`src/rtl/branch_predictor_pkg.sv`:
```
// Shared constants and helper functions for the branch predictor table.
package branch_predictor_pkg;

    localparam int unsigned MODE_BIMODAL = 0;
    localparam int unsigned MODE_GSHARE  = 1;
    localparam int unsigned STAT_W       = 32;

    // Ceiling log2; returns 0 for a value of 1.
    function automatic int unsigned clog2(input int unsigned value);
        int unsigned r;
        r = 0;
        for (int i = 0; i < 32; i++) begin
            if ((32'd1 << i) < value) begin
                r = 32'(i + 1);
            end
        end
        return r;
    endfunction

    // Weakly-not-taken reset value: 2^(bits-1)-1, which is 0 for a 1-bit counter.
    function automatic int unsigned ctr_init(input int unsigned ctr_bits);
        return (32'd1 << (ctr_bits - 1)) - 32'd1;
    endfunction

endpackage

```
`src/rtl/branch_predictor_table_sat_counter.sv`:
```
// Saturating up/down counter with a parameterised reset value.
module sat_counter #(
    parameter int unsigned W = 2
) (
    input  logic         clk,
    input  logic         rst,
    input  logic         en,
    input  logic         up,
    input  logic [W-1:0] init,
    output logic [W-1:0] q
);

    localparam logic [W-1:0] CTR_MAX = '1;

    logic [W-1:0] q_q;
    logic [W-1:0] q_d;

    // Step towards the requested direction, holding at either end.
    always_comb begin
        q_d = q_q;
        if (en) begin
            if (up && (q_q != CTR_MAX)) begin
                q_d = q_q + W'(1);
            end else if (!up && (q_q != '0)) begin
                q_d = q_q - W'(1);
            end
        end
    end

    // Counter state register.
    always_ff @(posedge clk) begin
        if (rst) begin
            q_q <= init;
        end else begin
            q_q <= q_d;
        end
    end

    assign q = q_q;

endmodule

```
`src/rtl/branch_predictor_table.sv`:
```
// Table of saturating counters (bimodal or gshare) with lookup in decode
// and registered update at branch resolution, plus branch statistics.
module branch_predictor_table
    import branch_predictor_pkg::*;
#(
    parameter  int unsigned ENTRIES    = 16,
    parameter  int unsigned CTR_BITS   = 2,
    parameter  int unsigned MODE       = 0,
    parameter  int unsigned ADDR_WIDTH = 32,
    localparam int unsigned IDX_W      = clog2(ENTRIES)
) (
    input  logic                  clk,
    input  logic                  rst,
    input  logic                  branch_decode_sig,
    input  logic [ADDR_WIDTH-1:0] in_addr,
    input  logic [ADDR_WIDTH-1:0] offset,
    output logic                  prediction,
    output logic [ADDR_WIDTH-1:0] branch_addr,
    output logic [IDX_W-1:0]      lookup_idx,
    input  logic                  branch_mem_sig,
    input  logic [IDX_W-1:0]      upd_idx,
    input  logic                  upd_predicted,
    input  logic                  actual_branch_decision,
    input  logic                  stat_clear,
    output logic [STAT_W-1:0]     stat_branches,
    output logic [STAT_W-1:0]     stat_mispredicts
);

    localparam logic [CTR_BITS-1:0] CTR_RST  = CTR_BITS'(ctr_init(CTR_BITS));
    localparam logic [STAT_W-1:0]   STAT_MAX = '1;

    logic [CTR_BITS-1:0] ctr_q [ENTRIES];
    logic [IDX_W-1:0]    pc_idx;
    logic [IDX_W-1:0]    idx;
    logic [IDX_W-1:0]    ghr_q;
    logic [IDX_W-1:0]    ghr_d;
    logic [STAT_W-1:0]   branches_q;
    logic [STAT_W-1:0]   branches_d;
    logic [STAT_W-1:0]   mispredicts_q;
    logic [STAT_W-1:0]   mispredicts_d;
    logic                unused_addr;

    // Word-aligned PC bits select the entry; upper and byte bits do not.
    assign pc_idx      = in_addr[IDX_W+1:2];
    assign unused_addr = ^{in_addr[ADDR_WIDTH-1:IDX_W+2], in_addr[1:0]};

    // Lookup index: raw PC bits, or hashed with the committed history.
    always_comb begin
        idx = pc_idx;
        if (MODE == MODE_GSHARE) begin
            idx = pc_idx ^ ghr_q;
        end
    end

    assign lookup_idx  = idx;
    assign prediction  = branch_decode_sig & ctr_q[idx][CTR_BITS-1] & ~rst;
    assign branch_addr = in_addr + offset;

    // One counter per entry; only the addressed entry moves on an update.
    for (genvar g = 0; g < ENTRIES; g++) begin : g_table
        sat_counter #(
            .W(CTR_BITS)
        ) u_ctr (
            .clk  (clk),
            .rst  (rst),
            .en   (branch_mem_sig && (upd_idx == IDX_W'(g))),
            .up   (actual_branch_decision),
            .init (CTR_RST),
            .q    (ctr_q[g])
        );
    end

    // Next history and statistics; clear wins over a coincident increment.
    always_comb begin
        ghr_d         = ghr_q;
        branches_d    = branches_q;
        mispredicts_d = mispredicts_q;
        if ((MODE == MODE_GSHARE) && branch_mem_sig) begin
            ghr_d = IDX_W'({ghr_q, actual_branch_decision});
        end
        if (stat_clear) begin
            branches_d    = '0;
            mispredicts_d = '0;
        end else if (branch_mem_sig) begin
            if (branches_q != STAT_MAX) begin
                branches_d = branches_q + STAT_W'(1);
            end
            if ((upd_predicted != actual_branch_decision) && (mispredicts_q != STAT_MAX)) begin
                mispredicts_d = mispredicts_q + STAT_W'(1);
            end
        end
    end

    // History and statistics registers.
    always_ff @(posedge clk) begin
        if (rst) begin
            ghr_q         <= '0;
            branches_q    <= '0;
            mispredicts_q <= '0;
        end else begin
            ghr_q         <= ghr_d;
            branches_q    <= branches_d;
            mispredicts_q <= mispredicts_d;
        end
    end

    assign stat_branches    = branches_q;
    assign stat_mispredicts = mispredicts_q;

endmodule

```
`config.mk`:
```
export PLATFORM = sky130hd
export DESIGN_NAME = branch_predictor_table
export DESIGN_NICKNAME = d
export VERILOG_FILES = /design/src/rtl/branch_predictor_pkg.sv /design/src/rtl/branch_predictor_table_sat_counter.sv /design/src/rtl/branch_predictor_table.sv
export SDC_FILE = /design/constraint.sdc
export NUM_CORES = 1
export LEC_CHECK = 0
export CAP_MARGIN = 20
export CORE_MARGIN = 8
export CORE_UTILIZATION = 44
export DETAILED_ROUTE_END_ITERATION = 6
export PLACE_DENSITY = 0.77
export SYNTH_ARGS = -nofsm -noshare
export SYNTH_HDL_FRONTEND = slang
export SYNTH_SLANG_ARGS = --single-unit
```
`constraint.sdc`:
```
create_clock -name clk -period 3.4 [get_ports clk]
set_input_delay 0.68 -clock clk [delete_from_list [all_inputs] [get_ports clk]]
set_output_delay 0.68 -clock clk [all_outputs]
set_load 0.005 [all_outputs]
```
==> impl_metrics.xml, run 1 <==
<?xml version="1.0" encoding="UTF-8"?>
<metrics>
  <group name="die">
    <metric name="placement_rows" unit="">44</metric>
    <metric name="die-width" unit="um">136.2</metric>
    <metric name="start_util" unit="%">44.39</metric>
    <metric name="ios" unit="">176</metric>
    <metric name="die_h" unit="um">136.2</metric>
    <metric name="die_area" unit="mm^2">0.01854</metric>
    <metric name="core-area" unit="mm^2">0.01431</metric>
  </group>
  <group name="grt">
    <metric name="grt_pass1_wl" unit="um">31120</metric>
    <metric name="grt_antenna_before_repair" unit="">0</metric>
    <metric name="gr-total-overflow" unit="">0</metric>
    <metric name="grt_pass1_vias" unit="">6486</metric>
    <metric name="maximum_number_of_pins_on_one_net_before_global_route_repair" unit="">65</metric>
    <metric name="track_usage" unit="%">20.31</metric>
  </group>
  <group name="sta">
    <metric name="setup_viol_count_final" unit="">10</metric>
    <metric name="slew-limit-headroom" unit="%">60.00</metric>
    <metric name="post-route-period-util" unit="%">107.2</metric>
    <metric name="max_freq" unit="MHz">274.3</metric>
    <metric name="setup_slack" unit="ns">-0.2453</metric>
    <metric name="worst-slew-pin-transition" unit="ns">0.6000</metric>
    <metric name="min_period" unit="ns">3.645</metric>
    <metric name="report.final.hold_viol_count" unit="">0</metric>
    <metric name="unrepaired_setup_endpoints_after_global_routing" unit="">yes</metric>
    <metric name="skew" unit="ns">0.008917</metric>
    <metric name="final_max_slew_viol_count" unit="">0</metric>
  </group>
  <group name="layout">
    <metric name="proportion_of_layout_cells_with_a_drive_suffix_above_1" unit="%">25.87</metric>
    <metric name="nFillCells" unit="">1117</metric>
    <metric name="areaGrowthSynthToFinish" unit="%">53.41</metric>
    <metric name="finish.net_count" unit="">1144</metric>
    <metric name="design_area" unit="mm^2">0.009747</metric>
    <metric name="utilization" unit="%">68.09</metric>
  </group>
  <group name="worst_setup_path">
    <metric name="worst_path_dominant_cell_family" unit="">compound AO/OA/AOI/OAI gates</metric>
    <metric name="internal_reg_to_reg_setup_slack" unit="ns">0.96</metric>
    <metric name="regToRegEndpoint" unit="">stat_mispredicts[21]$_SDFFE_PP0P_</metric>
    <metric name="crit_type" unit="">input port to output pin</metric>
    <metric name="critical_path.slowest_cell" unit="">fa_2</metric>
    <metric name="start_kind" unit="">input port</metric>
    <metric name="crit_path_from" unit="">in_addr[0]</metric>
    <metric name="critical_path.endpoint_type" unit="">output pin</metric>
    <metric name="cells_along_the_critical_path" unit="">buf_6, ha_4, fa_2, a21o_1, nand4_1, nand4_1, a31oi_4, a21oi_2, a21bo_1, a311oi_2, xnor2_1, buf_2</metric>
    <metric name="timing.critical_path.fanout_max" unit="">3</metric>
    <metric name="r2r_start" unit="">stat_mispredicts[25]$_SDFFE_PP0P_</metric>
    <metric name="worst-path-buf-inv" unit="">2</metric>
    <metric name="register_to_register_path_depth" unit="">8</metric>
    <metric name="worst_path_largest_cell_delay" unit="ns">0.34</metric>
    <metric name="cp_common_cell" unit="">nand4_1</metric>
    <metric name="worst-endpoint-arrival" unit="ns">2.97</metric>
    <metric name="required" unit="ns">2.72</metric>
  </group>
  <group name="clock_tree">
    <metric name="numCtsBuffers" unit="">9</metric>
    <metric name="root_buffer" unit="">clkbuf_16</metric>
    <metric name="ctsLongestPathBuffers" unit="">2</metric>
    <metric name="worstSkewPairLatency" unit="ns">0.35</metric>
    <metric name="clock_slew_at_reported_path_ffs" unit="ns">0.07</metric>
    <metric name="tritoncts" unit="">built</metric>
    <metric name="clock-sinks" unit="">96</metric>
    <metric name="clock_tree.htree_level_count" unit="">3</metric>
    <metric name="hold_buffers" unit="">0</metric>
  </group>
  <group name="logic_synthesis">
    <metric name="syn-num-nets" unit="">886</metric>
    <metric name="post_synth_inst_count" unit="">777</metric>
    <metric name="yosysWarningCount" unit="">0</metric>
    <metric name="synth.distinct_cells" unit="">65</metric>
    <metric name="portion_of_the_post_synthesis_area_used_by_sequential_elements" unit="%">30.25</metric>
    <metric name="synth-async-reset-ratio" unit="%">0</metric>
    <metric name="yosys_register_bits" unit="">96</metric>
    <metric name="synth_area_per_cell" unit="um^2">8.177</metric>
    <metric name="synth_enable_flop_cells" unit="">0</metric>
    <metric name="netlist_area" unit="mm^2">0.006354</metric>
    <metric name="dominantRegCellSynth" unit="">dfxtp_1</metric>
  </group>
  <group name="place">
    <metric name="detailedPlacementHpwl" unit="um">14020</metric>
    <metric name="place_area" unit="mm^2">0.008735</metric>
    <metric name="gpl_congestion" unit="">0.8421</metric>
    <metric name="numPortBuffers" unit="">175</metric>
  </group>
  <group name="run">
    <metric name="max_cap_check_violation_count" unit="">0</metric>
  </group>
  <group name="drt">
    <metric name="initialDrtViolationCount" unit="">362</metric>
    <metric name="average_routed_wire_per_standard_cell" unit="um">17.13</metric>
    <metric name="drcViolationCount" unit="">0</metric>
    <metric name="number_of_iterations_in_the_first_detailed_routing_pass" unit="">5</metric>
    <metric name="detail-route-antenna-nets" unit="">0</metric>
    <metric name="via_count" unit="">6838</metric>
    <metric name="drt_wl_total" unit="um">20980</metric>
    <metric name="routed_via_density" unit="">5.582</metric>
  </group>
  <group name="power">
    <metric name="power_per_standard_cell_area" unit="mW/mm^2">334.2</metric>
    <metric name="power.switching" unit="mW">1.013</metric>
    <metric name="power.switching_fraction" unit="%">31.10</metric>
    <metric name="share_comb_of_total_power" unit="%">32.1</metric>
    <metric name="power.leakage" unit="nW">3.731</metric>
    <metric name="p_int" unit="mW">2.244</metric>
    <metric name="p_clk_share" unit="%">31.0</metric>
    <metric name="ir_drop" unit="mV">0.2285</metric>
    <metric name="seq_power_share" unit="%">36.9</metric>
  </group>
  <group name="run_status">
    <metric name="run_status" unit="">finished, violations left</metric>
    <metric name="failed_checks" unit="">negative setup slack</metric>
  </group>
  <group name="hold_path">
    <metric name="whs_path_cells" unit="">2</metric>
    <metric name="min_delay_worst_endpoint" unit="">g_table[9].u_ctr.q[1]$_SDFFE_PP0P_</metric>
    <metric name="timing.hold.worst.start" unit="">g_table[9].u_ctr.q[0]$_SDFFE_PP1P_</metric>
    <metric name="hold_path_class" unit="">flop to flop</metric>
  </group>
</metrics>
through the flow:
step	power, mW	setup WS, ns	cells	TNS, ns	hold WS (ns)
detailed placement	2.098	-1.021	1177	-18.63	0.4880
CTS	3.179	-0.1622	1213	-0.7772	0.5000
global route	3.408	-0.3405	1224	-2.457	0.5164
floorplan	1.640	0.01811	777	0	0.4656
global placement	2.085	-0.9978	1177	-18.09	0.4837
finish	3.257	-0.2453	1225	-1.216	0.4967
synth_stat cells (all sizes together), types with 3 or more instances:
library cell,instances,area share [%]
a211oi,6,0.71
a21o,33,3.9
a21oi,65,5.2
a31oi,7,1.2
and2,4,0.39
and3,8,0.87
and4,9,1.3
buf,10,0.95
clkbuf,22,1.3
dfxtp,96,30
ha,33,6.5
inv,17,1.0
mux4,5,1.8
nand2,56,3.3
nand2b,23,2.3
nand3,27,2.1
nand3b,18,2.1
nand4,20,2.2
nor2,108,6.4
nor3,20,1.8
nor4,6,1.1
o21ai,27,2.2
o21bai,4,0.47
o221ai,16,2.2
o31ai,13,1.5
o41ai,3,0.41
or2,3,0.30
or3,12,1.2
xnor2,49,6.8
xor2,33,4.5
kinds of logic (layout without fill, tap and decap cells):
| group | count (synthesis) | in the layout | synth area share (%) |
|---|---|---|---|
| other cells | 0 | 1 | 0 |
| compound gates | 187 | 187 | 19.81 |
| mux | 7 | 7 | 2.087 |
| flops | 96 | 96 | 30.25 |
| buf+inv | 49 | 312 | 3.269 |
| xor+xnor | 82 | 82 | 11.30 |
| fa+ha+maj | 34 | 34 | 6.814 |
| simple gates | 322 | 322 | 26.47 |
layout make-up:
cell class / instances / area (um^2) / share of cell area (%)
Multi-Input combinational cell: 632 / 4837 / 49.63
Timing Repair Buffer: 279 / 2396 / 24.58
Sequential cell: 96 / 1922 / 19.72
Tap cell: 184 / 230.2 / 2.362
Clock buffer: 9 / 225.2 / 2.311
Clock inverter: 7 / 70.07 / 0.7189
Inverter: 17 / 63.81 / 0.6547
Antenna cell: 1 / 2.502 / 0.02567
worst reg2reg max path, delay by kind of cell (launching register included):
kind                      cells  cell delay [ns]
DFF                           1             0.44
and+or+nand+nor               6             1.34
xor gates and xnor gates      1             0.17
AOI/OAI and AO/OA             1             0.35
flip-flops by register name, summed over array words and instances, names as in the netlist:
name              count
g_table.u_ctr.q      32
stat_mispredicts     32
stat_branches        32
how the worst max path moves through the flow:
stage,endpoint,slack [ns],depth (start not counted)
6_report,branch_addr[30],-0.25,12
5_1_grt,branch_addr[26],-0.34,13
4_1_cts,branch_addr[28],-0.16,13
3_5_place_dp,branch_addr[30],-1.02,12
3_3_place_gp,branch_addr[30],-1.0,12
2_1_floorplan,branch_addr[30],0.02,10
routing by layer:
layer  vias to the layer above  wire, um  track usage (%)
met2                       250      9998            34.63
met3                        41      1970            5.987
li1                       3318         -                -
met5                         -         0                0
met1                      3229      8638            24.15
met4                         0       375            5.979
layout by cell type, fill, tap and decap left out, types with 4 or more instances in the layout:
cell type | synthesis | final
buf_6 | 0 | 21
a21oi_2 | 2 | 10
nand3_1 | 27 | 25
xnor2_1 | 49 | 48
clkbuf_2 | 1 | 20
ha_1 | 33 | 12
nor3_1 | 18 | 14
clkbuf_16 | 0 | 9
inv_8 | 0 | 4
mux4_2 | 5 | 5
clkdlybuf4s50_1 | 0 | 111
dfxtp_1 | 96 | 96
o21ai_1 | 4 | 4
a21o_1 | 33 | 33
o31ai_1 | 13 | 12
a21oi_1 | 63 | 52
nand3b_1 | 18 | 18
and2_1 | 4 | 4
nand4_1 | 19 | 19
a31oi_4 | 2 | 4
buf_4 | 5 | 91
clkdlybuf4s15_1 | 0 | 6
o221ai_1 | 16 | 16
or3_1 | 12 | 12
xor2_1 | 33 | 31
o21ai_0 | 22 | 11
nand2_1 | 55 | 53
o21ai_2 | 1 | 9
nor2_1 | 107 | 105
nand2b_1 | 23 | 23
and3_1 | 7 | 7
a211oi_2 | 0 | 4
dlygate4sd2_1 | 0 | 7
ha_4 | 0 | 21
and4_1 | 7 | 7
buf_2 | 3 | 19
inv_1 | 17 | 16
repair_timing:
action,in CTS,in global routing
setup buffers,21,11
pin swaps,68,65
resized for setup,227,92
setup endpoints to repair,29,23
power by group through the flow:
stage	logic, mW	registers [mW]	clock network (mW)
floorplan	0.424	1.22	0
global placement	0.862	1.22	0
detailed placement	0.872	1.23	0
CTS	0.940	1.20	1.04
global route	1.12	1.21	1.09
finish	1.05	1.20	1.01
Power figures use the tool's default switching activity.
==> run 2: changes to the inputs <==
--- a/config.mk
+++ b/config.mk
@@ -7,8 +7,7 @@
 export LEC_CHECK = 0
 export CAP_MARGIN = 20
-export CORE_MARGIN = 8
-export CORE_UTILIZATION = 44
+export CORE_UTILIZATION = 30
 export DETAILED_ROUTE_END_ITERATION = 6
-export PLACE_DENSITY = 0.77
+export PLACE_DENSITY = 0.56
 export SYNTH_ARGS = -nofsm -noshare
 export SYNTH_HDL_FRONTEND = slang
==> constraint.sdc (replaced) <==
create_clock -name clk -period 3.4 [get_ports clk]
set_input_delay 0.85 -clock clk [delete_from_list [all_inputs] [get_ports clk]]
set_output_delay 0.85 -clock clk [all_outputs]
set_load 0.005 [all_outputs]
==> impl_metrics.xml, run 2 (same netlist as run 1, synthesis figures left out) <==
<?xml version="1.0" encoding="UTF-8"?>
<metrics>
  <group name="run_status">
    <metric name="run_status" unit="">finished, violations left</metric>
    <metric name="failed_checks" unit="">negative setup slack</metric>
  </group>
  <group name="die">
    <metric name="die-width" unit="um">147.5</metric>
    <metric name="die_h" unit="um">147.5</metric>
    <metric name="die_area" unit="mm^2">0.02177</metric>
    <metric name="ios" unit="">176</metric>
    <metric name="core-area" unit="mm^2">0.02049</metric>
    <metric name="placement_rows" unit="">52</metric>
    <metric name="start_util" unit="%">31.00</metric>
  </group>
  <group name="layout">
    <metric name="proportion_of_layout_cells_with_a_drive_suffix_above_1" unit="%">26.01</metric>
    <metric name="nFillCells" unit="">2010</metric>
    <metric name="areaGrowthSynthToFinish" unit="%">56.46</metric>
    <metric name="layout_common_cells" unit="">clkdlybuf4s50_1, nor2_1, dfxtp_1</metric>
    <metric name="layout.cells.non_filler" unit="">1312</metric>
    <metric name="n_antenna_cell" unit="">0</metric>
    <metric name="final_common_cell" unit="">clkdlybuf4s50_1</metric>
    <metric name="finish.net_count" unit="">1148</metric>
    <metric name="design_area" unit="mm^2">0.009941</metric>
  </group>
  <group name="run">
    <metric name="max_cap_check_violation_count" unit="">0</metric>
  </group>
  <group name="sta">
    <metric name="report.final.hold_viol_count" unit="">0</metric>
    <metric name="max_freq" unit="MHz">254.6</metric>
    <metric name="worst_hold_slack" unit="ns">0.4978</metric>
    <metric name="skew" unit="ns">0.009450</metric>
    <metric name="final_tns_setup" unit="ns">-6.226</metric>
    <metric name="min_period" unit="ns">3.928</metric>
    <metric name="final_max_slew_viol_count" unit="">0</metric>
    <metric name="setup_slack" unit="ns">-0.5277</metric>
    <metric name="post-route-period-util" unit="%">115.5</metric>
    <metric name="setup_viol_count_final" unit="">21</metric>
    <metric name="worst-slew-pin-transition" unit="ns">0.5747</metric>
    <metric name="slew-limit-headroom" unit="%">61.68</metric>
    <metric name="unrepaired_setup_endpoints_after_global_routing" unit="">yes</metric>
  </group>
  <group name="drt">
    <metric name="detail-route-antenna-nets" unit="">0</metric>
    <metric name="met3_wirelength" unit="um">1445</metric>
    <metric name="average_routed_wire_per_standard_cell" unit="um">14.69</metric>
    <metric name="drt_wl_total" unit="um">19280</metric>
    <metric name="drcViolationCount" unit="">0</metric>
    <metric name="initialDrtViolationCount" unit="">218</metric>
    <metric name="number_of_iterations_in_the_first_detailed_routing_pass" unit="">4</metric>
    <metric name="met2RoutedLength" unit="um">8535</metric>
    <metric name="routed_via_density" unit="">4.950</metric>
    <metric name="route.top_layer_used" unit="">met4</metric>
    <metric name="wl_met1" unit="um">9176</metric>
    <metric name="via_count" unit="">6494</metric>
  </group>
  <group name="worst_setup_path">
    <metric name="regToRegEndpoint" unit="">stat_mispredicts[27]$_SDFFE_PP0P_</metric>
    <metric name="internal_reg_to_reg_setup_slack" unit="ns">0.94</metric>
    <metric name="critical_path.endpoint_type" unit="">output pin</metric>
    <metric name="required" unit="ns">2.55</metric>
    <metric name="critical_path.slowest_cell" unit="">dlygate4sd2_1</metric>
    <metric name="start_kind" unit="">input port</metric>
    <metric name="timing.critical_path.fanout_max" unit="">4</metric>
    <metric name="register_to_register_path_depth" unit="">8</metric>
    <metric name="worst-path-buf-inv" unit="">3</metric>
    <metric name="worst_path_dominant_cell_family" unit="">compound AO/OA/AOI/OAI gates</metric>
    <metric name="crit_type" unit="">input port to output pin</metric>
    <metric name="r2r_start" unit="">stat_mispredicts[25]$_SDFFE_PP0P_</metric>
    <metric name="worst-endpoint-arrival" unit="ns">3.08</metric>
    <metric name="worst_path_largest_cell_delay" unit="ns">0.26</metric>
    <metric name="cells_along_the_critical_path" unit="">dlygate4sd2_1, ha_4, a21o_4, nor2_1, nand4_1, a31oi_4, a21oi_2, a21bo_1, buf_6, a311oi_2, xnor2_1, buf_2</metric>
  </group>
  <group name="clock_tree">
    <metric name="clock-sinks" unit="">96</metric>
    <metric name="clock_slew_at_reported_path_ffs" unit="ns">0.06</metric>
    <metric name="tritoncts" unit="">built</metric>
    <metric name="numCtsBuffers" unit="">9</metric>
    <metric name="ctsLongestPathBuffers" unit="">2</metric>
    <metric name="hold_buffers" unit="">0</metric>
    <metric name="worstSkewPairLatency" unit="ns">0.35</metric>
    <metric name="clock_tree.htree_level_count" unit="">3</metric>
    <metric name="root_buffer" unit="">clkbuf_16</metric>
  </group>
  <group name="hold_path">
    <metric name="min_delay_worst_endpoint" unit="">g_table[14].u_ctr.q[1]$_SDFFE_PP0P_</metric>
    <metric name="timing.hold.worst.start" unit="">g_table[14].u_ctr.q[0]$_SDFFE_PP1P_</metric>
    <metric name="whs_path_cells" unit="">2</metric>
    <metric name="hold_path_class" unit="">flop to flop</metric>
  </group>
  <group name="place">
    <metric name="detailedPlacementHpwl" unit="um">13950</metric>
    <metric name="gpl_congestion" unit="">0.8356</metric>
    <metric name="place_area" unit="mm^2">0.008920</metric>
    <metric name="place_inst" unit="">1268</metric>
    <metric name="numPortBuffers" unit="">175</metric>
  </group>
  <group name="power">
    <metric name="finalPower" unit="mW">3.244</metric>
    <metric name="ir_drop" unit="mV">0.2139</metric>
    <metric name="power.leakage" unit="nW">3.793</metric>
    <metric name="power_per_standard_cell_area" unit="mW/mm^2">326.3</metric>
  </group>
  <group name="grt">
    <metric name="gr-total-overflow" unit="">0</metric>
    <metric name="maximum_number_of_pins_on_one_net_before_global_route_repair" unit="">65</metric>
    <metric name="grt_pass1_vias" unit="">6101</metric>
    <metric name="grt_pass1_wl" unit="um">31080</metric>
    <metric name="track_usage" unit="%">17.53</metric>
    <metric name="grt_antenna_before_repair" unit="">0</metric>
  </group>
</metrics>
-- run 2: where the power goes --
part	leakage (nW)	total [mW]	internal (mW)	switching (mW)
Combinational	2.87	1.01	0.559	0.455
Sequential	0.777	1.20	1.16	0.0411
Clock	0.145	1.03	0.586	0.441
-- run 2: repair_timing --
action,CTS,global route
setup buffers,23,11
endpoints found under the setup margin,31,28
resized for setup,308,32
pin swaps,80,31
-- run 2: final cells by class --
cell class | instances | area (um^2) | share of cell area, %
clock buffer | 10 | 239.0 | 2.404
inverter | 17 | 63.81 | 0.6419
tap | 270 | 337.8 | 3.398
clock inverter | 4 | 56.30 | 0.5664
timing repair buffer | 283 | 2452 | 24.67
sequential | 96 | 1922 | 19.33
multi-input combinational | 632 | 4870 | 48.99
-- run 2: per-layer routing --
| metal | vias to the layer above | global-route usage (%) |
|---|---|---|
| li1 | 3317 | - |
| met1 | 3001 | 23.08 |
| met2 | 167 | 28.02 |
| met3 | 9 | 5.463 |
| met4 | 0 | 3.763 |
| met5 | - | 0 |
-- run 2: worst max-delay path by stage --
stage / start / endpoint / slack [ns] / cells past startpoint
finish: in_addr[7] / branch_addr[30] / -0.53 / 12
global route: in_addr[0] / branch_addr[30] / -0.66 / 13
CTS: in_addr[0] / branch_addr[30] / -0.66 / 13
detailed placement: offset[0] / branch_addr[30] / -1.26 / 12
global placement: offset[0] / branch_addr[30] / -1.24 / 12
floorplan: offset[0] / branch_addr[30] / -0.12 / 10
-- run 2: tightest hold or removal path: stages (launching register included) --
cell and delay [ns]:
dfxtp_1 0.34, nand2_1 0.07, a21oi_1 0.05
-- run 2: per-stage QoR --
stage,setup WS [ns],util (%)
finish,-0.5277,48.50
detailed placement,-1.261,43.52
global route,-0.6607,48.50
global placement,-1.243,43.52
CTS,-0.6636,48.06
floorplan,-0.1210,-
